--- config.mk ---
export PLATFORM = sky130hd
export DESIGN_NAME = sd_write_arbiter_flat
export DESIGN_NICKNAME = d
export VERILOG_FILES = /design/src/rtl/sd_arb_pkg.sv /design/src/rtl/sd_write_arbiter_if.sv /design/src/rtl/sd_rr_pick.sv /design/src/rtl/sd_write_arbiter.sv /design/src/flat_wrapper.sv
export SDC_FILE = /design/constraint.sdc
export NUM_CORES = 1
export LEC_CHECK = 0
export CAP_MARGIN = 20
export CORE_MARGIN = 3
export CORE_UTILIZATION = 36
export DETAILED_ROUTE_END_ITERATION = 10
export GPL_ROUTABILITY_DRIVEN = 0
export PLACE_DENSITY = 0.86
export SLEW_MARGIN = 20
export SYNTH_ARGS = -nofsm -noshare
export SYNTH_HDL_FRONTEND = slang
export SYNTH_HIERARCHICAL = 1
export SYNTH_SLANG_ARGS = --single-unit
--- constraint.sdc ---
create_clock -name clk -period 1.45 [get_ports clk]
set_input_delay 0.3625 -clock clk [delete_from_list [all_inputs] [get_ports clk]]
set_output_delay 0.3625 -clock clk [all_outputs]
set_load 0.03 [all_outputs]
--- src/rtl/sd_arb_pkg.sv ---
// rtl/sd_arb_pkg.sv - shared widths and FSM state type for the SDRAM write arbiter
package sd_arb_pkg;
    localparam int SD_ADDR_W = 28;
    localparam int SD_DATA_W = 32;

    typedef enum logic [1:0] {
        IDLE  = 2'd0,
        WRITE = 2'd1,
        ACK   = 2'd2
    } arb_state_t;
endpackage

--- src/rtl/sd_write_arbiter_if.sv ---
// rtl/sd_write_arbiter_if.sv - requester and SDRAM write-port signals of the arbiter
interface sd_write_arbiter_if #(parameter int NUM_REQ = 2);
    localparam int IDX_W = $clog2(NUM_REQ);

    logic [NUM_REQ-1:0]                       req;
    logic [NUM_REQ*sd_arb_pkg::SD_ADDR_W-1:0] req_addr;
    logic [NUM_REQ*sd_arb_pkg::SD_DATA_W-1:0] req_wdata;
    logic [NUM_REQ-1:0]                       ack;
    logic [IDX_W-1:0]                         grant_idx;
    logic                                     busy;
    logic                                     SD_write;
    logic [sd_arb_pkg::SD_ADDR_W-1:0]         SD_address;
    logic [sd_arb_pkg::SD_DATA_W-1:0]         SD_wdata;
    logic                                     SD_waitrequest;

    modport master (
        output req, req_addr, req_wdata, SD_waitrequest,
        input  ack, grant_idx, busy, SD_write, SD_address, SD_wdata
    );

    modport slave (
        input  req, req_addr, req_wdata, SD_waitrequest,
        output ack, grant_idx, busy, SD_write, SD_address, SD_wdata
    );
endinterface

--- src/rtl/sd_rr_pick.sv ---
// rtl/sd_rr_pick.sv - combinational winner picker; SD_ARB_FIXED_PRIO_EN selects fixed priority
module sd_rr_pick #(
    parameter int  NUM_REQ = 2,
    localparam int IDX_W   = $clog2(NUM_REQ)
) (
    input  logic [NUM_REQ-1:0] req,
    input  logic [IDX_W-1:0]   last_grant,
    output logic               valid,
    output logic [IDX_W-1:0]   winner
);
`ifdef SD_ARB_FIXED_PRIO_EN
    logic unused_last_grant;
    assign unused_last_grant = ^last_grant;

    always_comb begin
        valid  = 1'b0;
        winner = '0;
        for (int i = NUM_REQ - 1; i >= 0; i--) begin
            if (req[i]) begin
                valid  = 1'b1;
                winner = IDX_W'(i);
            end
        end
    end
`else
    // Scan offsets from farthest to nearest so the nearest requester after last_grant wins.
    always_comb begin
        valid  = 1'b0;
        winner = '0;
        for (int k = NUM_REQ; k >= 1; k--) begin
            for (int i = 0; i < NUM_REQ; i++) begin
                if (req[i] && (i == (int'(last_grant) + k) % NUM_REQ)) begin
                    valid  = 1'b1;
                    winner = IDX_W'(i);
                end
            end
        end
    end
`endif
endmodule

--- src/rtl/sd_write_arbiter.sv ---
// rtl/sd_write_arbiter.sv - grants one single-word SDRAM write at a time to NUM_REQ requesters
// (SD_ARB_FIXED_PRIO_EN switches the picker to fixed priority)
module sd_write_arbiter
    import sd_arb_pkg::*;
#(
    parameter int NUM_REQ = 2
) (
    input  logic               clk,
    input  logic               reset,
    sd_write_arbiter_if.slave  bus
);
    localparam int IDX_W = $clog2(NUM_REQ);

    arb_state_t           state_q, state_d;
    logic                 sd_write_q, sd_write_d;
    logic [SD_ADDR_W-1:0] sd_address_q, sd_address_d;
    logic [SD_DATA_W-1:0] sd_wdata_q, sd_wdata_d;
    logic [NUM_REQ-1:0]   ack_q, ack_d;
    logic [IDX_W-1:0]     grant_idx_q, grant_idx_d;
    logic                 busy_q, busy_d;

    logic                 pick_valid;
    logic [IDX_W-1:0]     pick_idx;
    logic [SD_ADDR_W-1:0] pick_addr;
    logic [SD_DATA_W-1:0] pick_data;

    // grant_idx_q only moves on entry to WRITE, so it doubles as the round-robin pointer.
    sd_rr_pick #(.NUM_REQ(NUM_REQ)) u_pick (
        .req        (bus.req),
        .last_grant (grant_idx_q),
        .valid      (pick_valid),
        .winner     (pick_idx)
    );

    always_comb begin
        pick_addr = '0;
        pick_data = '0;
        for (int i = 0; i < NUM_REQ; i++) begin
            if (pick_idx == IDX_W'(i)) begin
                pick_addr = bus.req_addr[i*SD_ADDR_W +: SD_ADDR_W];
                pick_data = bus.req_wdata[i*SD_DATA_W +: SD_DATA_W];
            end
        end
    end

    always_comb begin
        state_d      = state_q;
        sd_write_d   = sd_write_q;
        sd_address_d = sd_address_q;
        sd_wdata_d   = sd_wdata_q;
        ack_d        = '0;
        grant_idx_d  = grant_idx_q;
        busy_d       = busy_q;
        case (state_q)
            IDLE: begin
                if (pick_valid) begin
                    state_d      = WRITE;
                    sd_write_d   = 1'b1;
                    sd_address_d = pick_addr;
                    sd_wdata_d   = pick_data;
                    grant_idx_d  = pick_idx;
                    busy_d       = 1'b1;
                end
            end
            WRITE: begin
                if (!bus.SD_waitrequest) begin
                    state_d    = ACK;
                    sd_write_d = 1'b0;
                    for (int i = 0; i < NUM_REQ; i++) begin
                        if (grant_idx_q == IDX_W'(i)) ack_d[i] = 1'b1;
                    end
                end
            end
            // The acked requester may still show req here, so no arbitration in ACK.
            ACK: begin
                state_d = IDLE;
                busy_d  = 1'b0;
            end
            default: begin
                state_d    = IDLE;
                sd_write_d = 1'b0;
                busy_d     = 1'b0;
            end
        endcase
    end

    always_ff @(posedge clk or negedge reset) begin
        if (!reset) begin
            state_q      <= IDLE;
            sd_write_q   <= 1'b0;
            sd_address_q <= '0;
            sd_wdata_q   <= '0;
            ack_q        <= '0;
            grant_idx_q  <= IDX_W'(NUM_REQ - 1);
            busy_q       <= 1'b0;
        end else begin
            state_q      <= state_d;
            sd_write_q   <= sd_write_d;
            sd_address_q <= sd_address_d;
            sd_wdata_q   <= sd_wdata_d;
            ack_q        <= ack_d;
            grant_idx_q  <= grant_idx_d;
            busy_q       <= busy_d;
        end
    end

    assign bus.SD_write   = sd_write_q;
    assign bus.SD_address = sd_address_q;
    assign bus.SD_wdata   = sd_wdata_q;
    assign bus.ack        = ack_q;
    assign bus.grant_idx  = grant_idx_q;
    assign bus.busy       = busy_q;
endmodule

--- src/flat_wrapper.sv ---
// flat-port wrapper written by rule: the top's interface ports become plain ports
module sd_write_arbiter_flat import sd_arb_pkg::*;
#(
    parameter int NUM_REQ = 2
)
  (clk, reset, bus_req, bus_req_addr, bus_req_wdata, bus_SD_waitrequest, bus_ack, bus_grant_idx, bus_busy, bus_SD_write, bus_SD_address, bus_SD_wdata);
  sd_write_arbiter_if #(.NUM_REQ(NUM_REQ)) bus_i ();
  input  logic clk;
  input  logic reset;
  input wire logic [$bits(bus_i.req)-1:0] bus_req;
  input wire logic [$bits(bus_i.req_addr)-1:0] bus_req_addr;
  input wire logic [$bits(bus_i.req_wdata)-1:0] bus_req_wdata;
  input wire logic [$bits(bus_i.SD_waitrequest)-1:0] bus_SD_waitrequest;
  output wire logic [$bits(bus_i.ack)-1:0] bus_ack;
  output wire logic [$bits(bus_i.grant_idx)-1:0] bus_grant_idx;
  output wire logic [$bits(bus_i.busy)-1:0] bus_busy;
  output wire logic [$bits(bus_i.SD_write)-1:0] bus_SD_write;
  output wire logic [$bits(bus_i.SD_address)-1:0] bus_SD_address;
  output wire logic [$bits(bus_i.SD_wdata)-1:0] bus_SD_wdata;
  assign bus_i.req = bus_req;
  assign bus_i.req_addr = bus_req_addr;
  assign bus_i.req_wdata = bus_req_wdata;
  assign bus_i.SD_waitrequest = bus_SD_waitrequest;
  assign bus_ack = bus_i.ack;
  assign bus_grant_idx = bus_i.grant_idx;
  assign bus_busy = bus_i.busy;
  assign bus_SD_write = bus_i.SD_write;
  assign bus_SD_address = bus_i.SD_address;
  assign bus_SD_wdata = bus_i.SD_wdata;
  sd_write_arbiter #(.NUM_REQ(NUM_REQ)) u_core (.clk(clk), .reset(reset), .bus(bus_i));
endmodule
; Word-level counts from Yosys, hierarchy flattened
; Index checks and enable logic that the tools add are counted.
[classes]
add_sub_neg = 2
bitwise = 4
n_mux = 20
n_reduce_logical = 11
n_eq_ne = 6
[op_table]
columns = op, count
row1 = zero test 32 bit, 2
row2 = 2-to-1 mux 32 bit, 1
row3 = 2-to-1 mux 28 bit, 1
row4 = 2-to-1 mux 1 bit, 11
row5 = 2-to-1 mux 2 bit, 4
row6 = AND reduction 2 bit, 3
row7 = == test 2 bit (first input constant), 2
row8 = logical AND 1 bit, 4
row9 = case mux 2 bit (2 select lines), 1
row10 = case mux 1 bit (3 select lines), 1
row11 = AND reduction 3 bit, 1
row12 = adder 1 bit (second input constant), 2
row13 = bitwise AND 1 bit (first input constant), 2
row14 = == test 2 x 1 -> 1 bit (second input constant), 1
row15 = == test 2 bit (second input constant), 1
row16 = zero test 2 bit, 1
row17 = inequality test 2 x 1 -> 1 bit (second input constant), 1
row18 = inequality test 2 bit (second input constant), 1
row19 = inverter 1 bit, 2
row20 = case mux 1 bit (2 select lines), 1
[word_totals]
inputBits = 125
wordCells = 50
ff_bits = 67
out_inout_bits = 65

; Longest topological paths before layout
[depth]
depth_word = 10
ltp_mapped = 6

; Cells and area by module
; Netlist, hierarchy kept.
[by_module_without_submodules]
columns = module, area_each_um2, cells_per_inst, instances, seq_area_each_um2
row1 = sd_write_arbiter, 3002.9, 279, 1, 1677.9
row2 = sd_rr_pick, 13.8, 2, 1, 0.0

; Least setup slack after synthesis
; Ideal clock, no wire load.
[synth_path]
path_type = register to register
startpoint = reg u_core.grant_idx_q, in the netlist u_core/bus.grant_idx
endpoint = reg u_core.sd_address_q[0], in the netlist u_core/bus.SD_address[0]
setup_time_ns = 0.126
required_time_ns = 1.324
stages_incl_launch_ff = 6
arrival_ns = 1.273
setup_slack_ns = 0.051
period_less_slack_ns = 1.399
cell_sequence = dfstp_2 -> a21boi_1 -> buf_2 -> buf_2 -> mux2i_1 -> a21oi_1
[synth_rtl]
columns = element, line_no
row1 = from (decl), sd_write_arbiter.sv:19  ; logic [IDX_W-1:0] grant_idx_q, grant_idx_d;
row2 = from (signal assigned), sd_write_arbiter.sv:94  ; grant_idx_q <= IDX_W'(NUM_REQ - 1);
row3 = from (signal assigned), sd_write_arbiter.sv:102  ; grant_idx_q <= grant_idx_d;
row4 = adder 1 bit, sd_rr_pick.sv:32  ; if (req[i] && (i == (int'(last_grant) + k) % NUM_REQ)) begin
row5 = bitwise AND 1 bit (no line), n/a
row6 = == test 2 bit, sd_rr_pick.sv:32
row7 = logical AND 1 bit, sd_rr_pick.sv:32
row8 = 2-to-1 mux 1 bit (2 in a row), sd_rr_pick.sv:32
row9 = 2-to-1 mux 1 bit *, sd_rr_pick.sv:32
row10 = via u_core.pick_idx, sd_write_arbiter.sv:23  ; logic [IDX_W-1:0] pick_idx;
row11 = 2-to-1 mux 28 bit *, sd_write_arbiter.sv:39  ; if (pick_idx == IDX_W'(i)) begin
row12 = to (signal assigned), sd_write_arbiter.sv:99  ; sd_address_q <= sd_address_d;
row13 = to (decl), sd_write_arbiter.sv:16  ; logic [SD_ADDR_W-1:0] sd_address_q, sd_address_d;
; Mark *: on every way through the listed nets, which the timed path passes. The rest lies on a longest branch.
; A chain may end at the register's enable or synchronous reset.

; Final worst setup path
[layout_path]
startpoint = reg u_core.grant_idx_q, in the netlist u_core/bus.grant_idx
endpoint = out bus_grant_idx
[layout_rtl]
columns = element, line_no
row1 = to (decl), flat_wrapper.sv:15  ; output wire logic [$bits(bus_i.grant_idx)-1:0] bus_grant_idx;
; No word-level cell between the ends.

==> run summary <==
The count of endpoints failing setup in the final report was 0. The worst register-to-register path ends at u_core/bus.SD_wdata[9]. No sink is reached through more buffers than the 2 on the longest clock path. After floorplanning, the core was divided into 32 placement rows. The logic depth of the worst register-to-register path was 5. The total standard cell area after synthesis is 3017 um^2. The number of nets in the synthesized netlist is 406. The slowest stage of the critical path is the dfstp_2 cell. The maximum net fanout on the critical path was 5. During synthesis, Yosys emitted a total of 6 warnings. Combined buffer and inverter count along the critical path: 1. The run finished with clean final reports. The tools report the static power due to leakage as 2.314 nW.

The die extent in x came out at 97.54 um. In the final layout, the share of cells above drive strength 1 is 22.38%. The average instance in the mapped netlist occupies 10.74 um^2. The total power was 8.889 mW. For this run, the top clock speed supported by timing is 694.3 MHz. dfrtp_1 takes more of the synthesized area than any other cell. In this design, the stage delay of the slowest critical-path cell is 0.59 ns. The run gives 0 as the number of failing hold endpoints at the final stage. The number of design rule violations left after detail routing is 0, and the total routing usage reported by global routing is 19.91%.

For this design the ratio of total power to cell area is 1672 nW/um^2. TritonCTS built the clock tree. Source of the critical timing path: u_core/bus.grant_idx. Counting every instance in the synthesized netlist gives 281. Counting the fill cells in the layout gives 631.

The net count of the finished layout is 607. After synthesis, the most frequently instantiated cells are dfrtp_1 (66), a21oi_1 (61), mux2i_1 (61), nor2_1 (61), buf_2 (17). The netlist uses 19 different library cells. The routed wirelength normalized by instance count was 16.46 um.

Average vias per placed instance: 4.905. Pin placement for this block handled 190 I/O pins. Clock latency on the worst-skew pair, taken at its later pin, is 0.33 ns. Number of inserted diodes: 0. Total stage count of the critical path: 1.

The number of port buffers works out to 189. The min-delay analysis places its worst path in the category input pin to asynchronous set/reset pin. The worst setup path is of the register to output pin kind. Among cell families on the critical path, the largest total delay comes from flip-flops. Summing all non-filler instances in the final layout gives an area of 5316 um^2. The post-detailed-placement half-perimeter wirelength came out at 6.769 mm. The register area was 1678 um^2; the number of iterations in the first detailed-routing pass was 4. The maximum ir drop on the vdd rail is 0.7932 mV.

The routed design could run at a clock period as short as 1.440 ns. The core region is 7928 um^2. Entering global routing, the biggest net connects 68 pins. The placed instances occupy a cell area of 5141 um^2. In this run the clock root is driven by a clkbuf_8. The max-capacitance violation count is 0, and the fraction of synthesis flops using an asynchronous set or reset pin is 100.0%.

In this run, synthesis produced a sequential element count of 67. The run gives 75.52% as the worst-case headroom to the max-slew limit. The tree built by TritonCTS fans out to 67 sinks.

In this run, CTS created clock tree buffers numbering 9. The starting density of the core was 38.05%; the total length of routed wires was 9.696 mm. The logs give 55.62% for the sequential area share after synthesis and 3 for the H-tree depth. The critical path capture point type is an output pin.

The worst register-to-register path begins at u_core/bus.grant_idx. For the worst setup path, the data arrival time is 1.08 ns. The tools report the area of the multi-input gates as 1280 um^2. After synthesis, the cell types taking the most area are dfrtp_1 (55%), mux2i_1 (20%), a21oi_1 (10%).

The logs give 1.09 ns for the data required time at the worst endpoint and 15.19 mm for the wire length of the first global-routing pass. The detail route stage leaves a number of antenna-violating nets equal to 0. The number of DRC markers after the initial detailed-route iteration is 87, and the initial antenna violation count is 0.

Traced cell by cell, the critical path runs through buf_6. For the pin with the worst max-slew slack, the measured transition is 0.3672 ns. The routed layout has 2889 vias.

The worst path uses 99.34% of the clock period. After clock tree synthesis, the clock-pin slew on the worst setup and hold paths is 0.07 ns. The cell with the most instances after synthesis was dfrtp_1.

In this run the biggest area consumer among cell types represents 54.75% of the synthesized area. The run gives 0 as the max-slew violation total from the final report. From bottom edge to top edge, the die measures 97.54 um. The most used flip-flop cell after synthesis is dfrtp_1.

Setup repair after global routing could not meet its margin everywhere. The worst setup path is launched from a register. The logs give 0.04 ns for the minimum setup slack among reg-to-reg paths and 0 for the number of hold buffers added after cts.

The number of enable flip-flop cells after synthesis is 0, and the worst slack on hold paths is 0.01825 ns. Summed over all layers, the global routing overflow is 0. The tools report the total die area as 9514 um^2. For the final database, setup skew stands at 0.006345 ns.

From synthesis to final layout, the design area changed by 76.23%. The via count of the first global-routing pass came out at 3026.
placed cells by master (no fill, tap or decap), types with 2 or more instances in the layout:
cell type        Yosys  layout
clkinv_2             0       3
buf_12               0       8
clkdlybuf4s15_1      0       2
dfrtp_1             66      66
nor2_1              61      61
mux2i_1             61      55
buf_16               0       3
clkdlybuf4s15_2      0      22
buf_6                2       5
a21oi_2              0       2
clkbuf_1             0       4
a21oi_1             61      59
clkbuf_8             0       9
clkdlybuf4s50_1      0     121
dlygate4sd2_1        0       2
clkbuf_2             0      36
buf_4                1       9
mux2i_2              0       5
repair_timing:
item,CTS,global route
cloned,3,1
gates resized for setup,148,51
endpoints found under the setup margin,116,44
endpoints found under the hold margin,0,0
pin swaps,1,1
buffers inserted,2,0
cell families after synthesis:
family                 after synthesis  synth area share [%]
buffers and inverters               21                 3.940
DFF                                 67                 55.62
and+or+nand+nor                     67                 9.042
muxes                               62                 20.61
AOI/OAI and AO/OA                   64                 10.78
stage by stage:
stage / utilization [%] / cells / TNS [ns] / setup WS, ns
2_1_floorplan: - / 281 / 0 / 0.05068
3_3_place_gp: 64.85 / 568 / -21.74 / -0.3714
3_5_place_dp: 64.85 / 568 / -24.00 / -0.4448
4_1_cts: 68.67 / 589 / -0.04473 / -0.03765
5_1_grt: 67.06 / 589 / -0.04386 / -0.03583
6_report: 67.06 / 589 / 0 / 0.009628
per-layer routing:
layer | routed length [um] | GRT usage (%) | up-vias | share of wire [%]
li1 | - | - | 1375 | -
met1 | 3684 | 22.17 | 1366 | 38
met3 | 824 | 6.030 | 13 | 8.5
met4 | 129 | 5.857 | 0 | 1.3
met2 | 5057 | 36.37 | 135 | 52
met5 | 0 | 0 | - | 0
report_power, final:
| part | internal (mW) | switching [mW] |
|---|---|---|
| combinational | 1.85 | 2.72 |
| sequential | 2.59 | 0.445 |
| clock | 0.615 | 0.671 |
registers in the layout (all words and copies together) (netlist names):
name	cells
u_core/bus.busy	1
u_core/bus.grant_idx	1
u_core/bus.SD_write	1
u_core/bus.SD_wdata	32
u_core/bus.SD_address	28
u_core/state_q	2
u_core/bus.ack	2
worst max path at each step:
stage	endpoint	slack [ns]
6_report	bus_grant_idx	0.01
2_1_floorplan	u_core/bus.SD_address[0]	0.05
3_3_place_gp	u_core/bus.SD_address[13]	-0.37
3_5_place_dp	u_core/bus.SD_wdata[31]	-0.44
4_1_cts	bus_SD_wdata[10]	-0.04
5_1_grt	bus_grant_idx	-0.04
final cells by class:
type | count | share of cell area [%]
multi-input cells | 193 | 24.08
inverters | 1 | 0.07060
repair buffers | 210 | 39.00
flip-flops and latches | 67 | 31.56
well taps | 102 | 2.401
clock inverters | 3 | 0.2824
clock buffers | 13 | 2.612
Note: power is estimated with default switching activity, not from simulation.
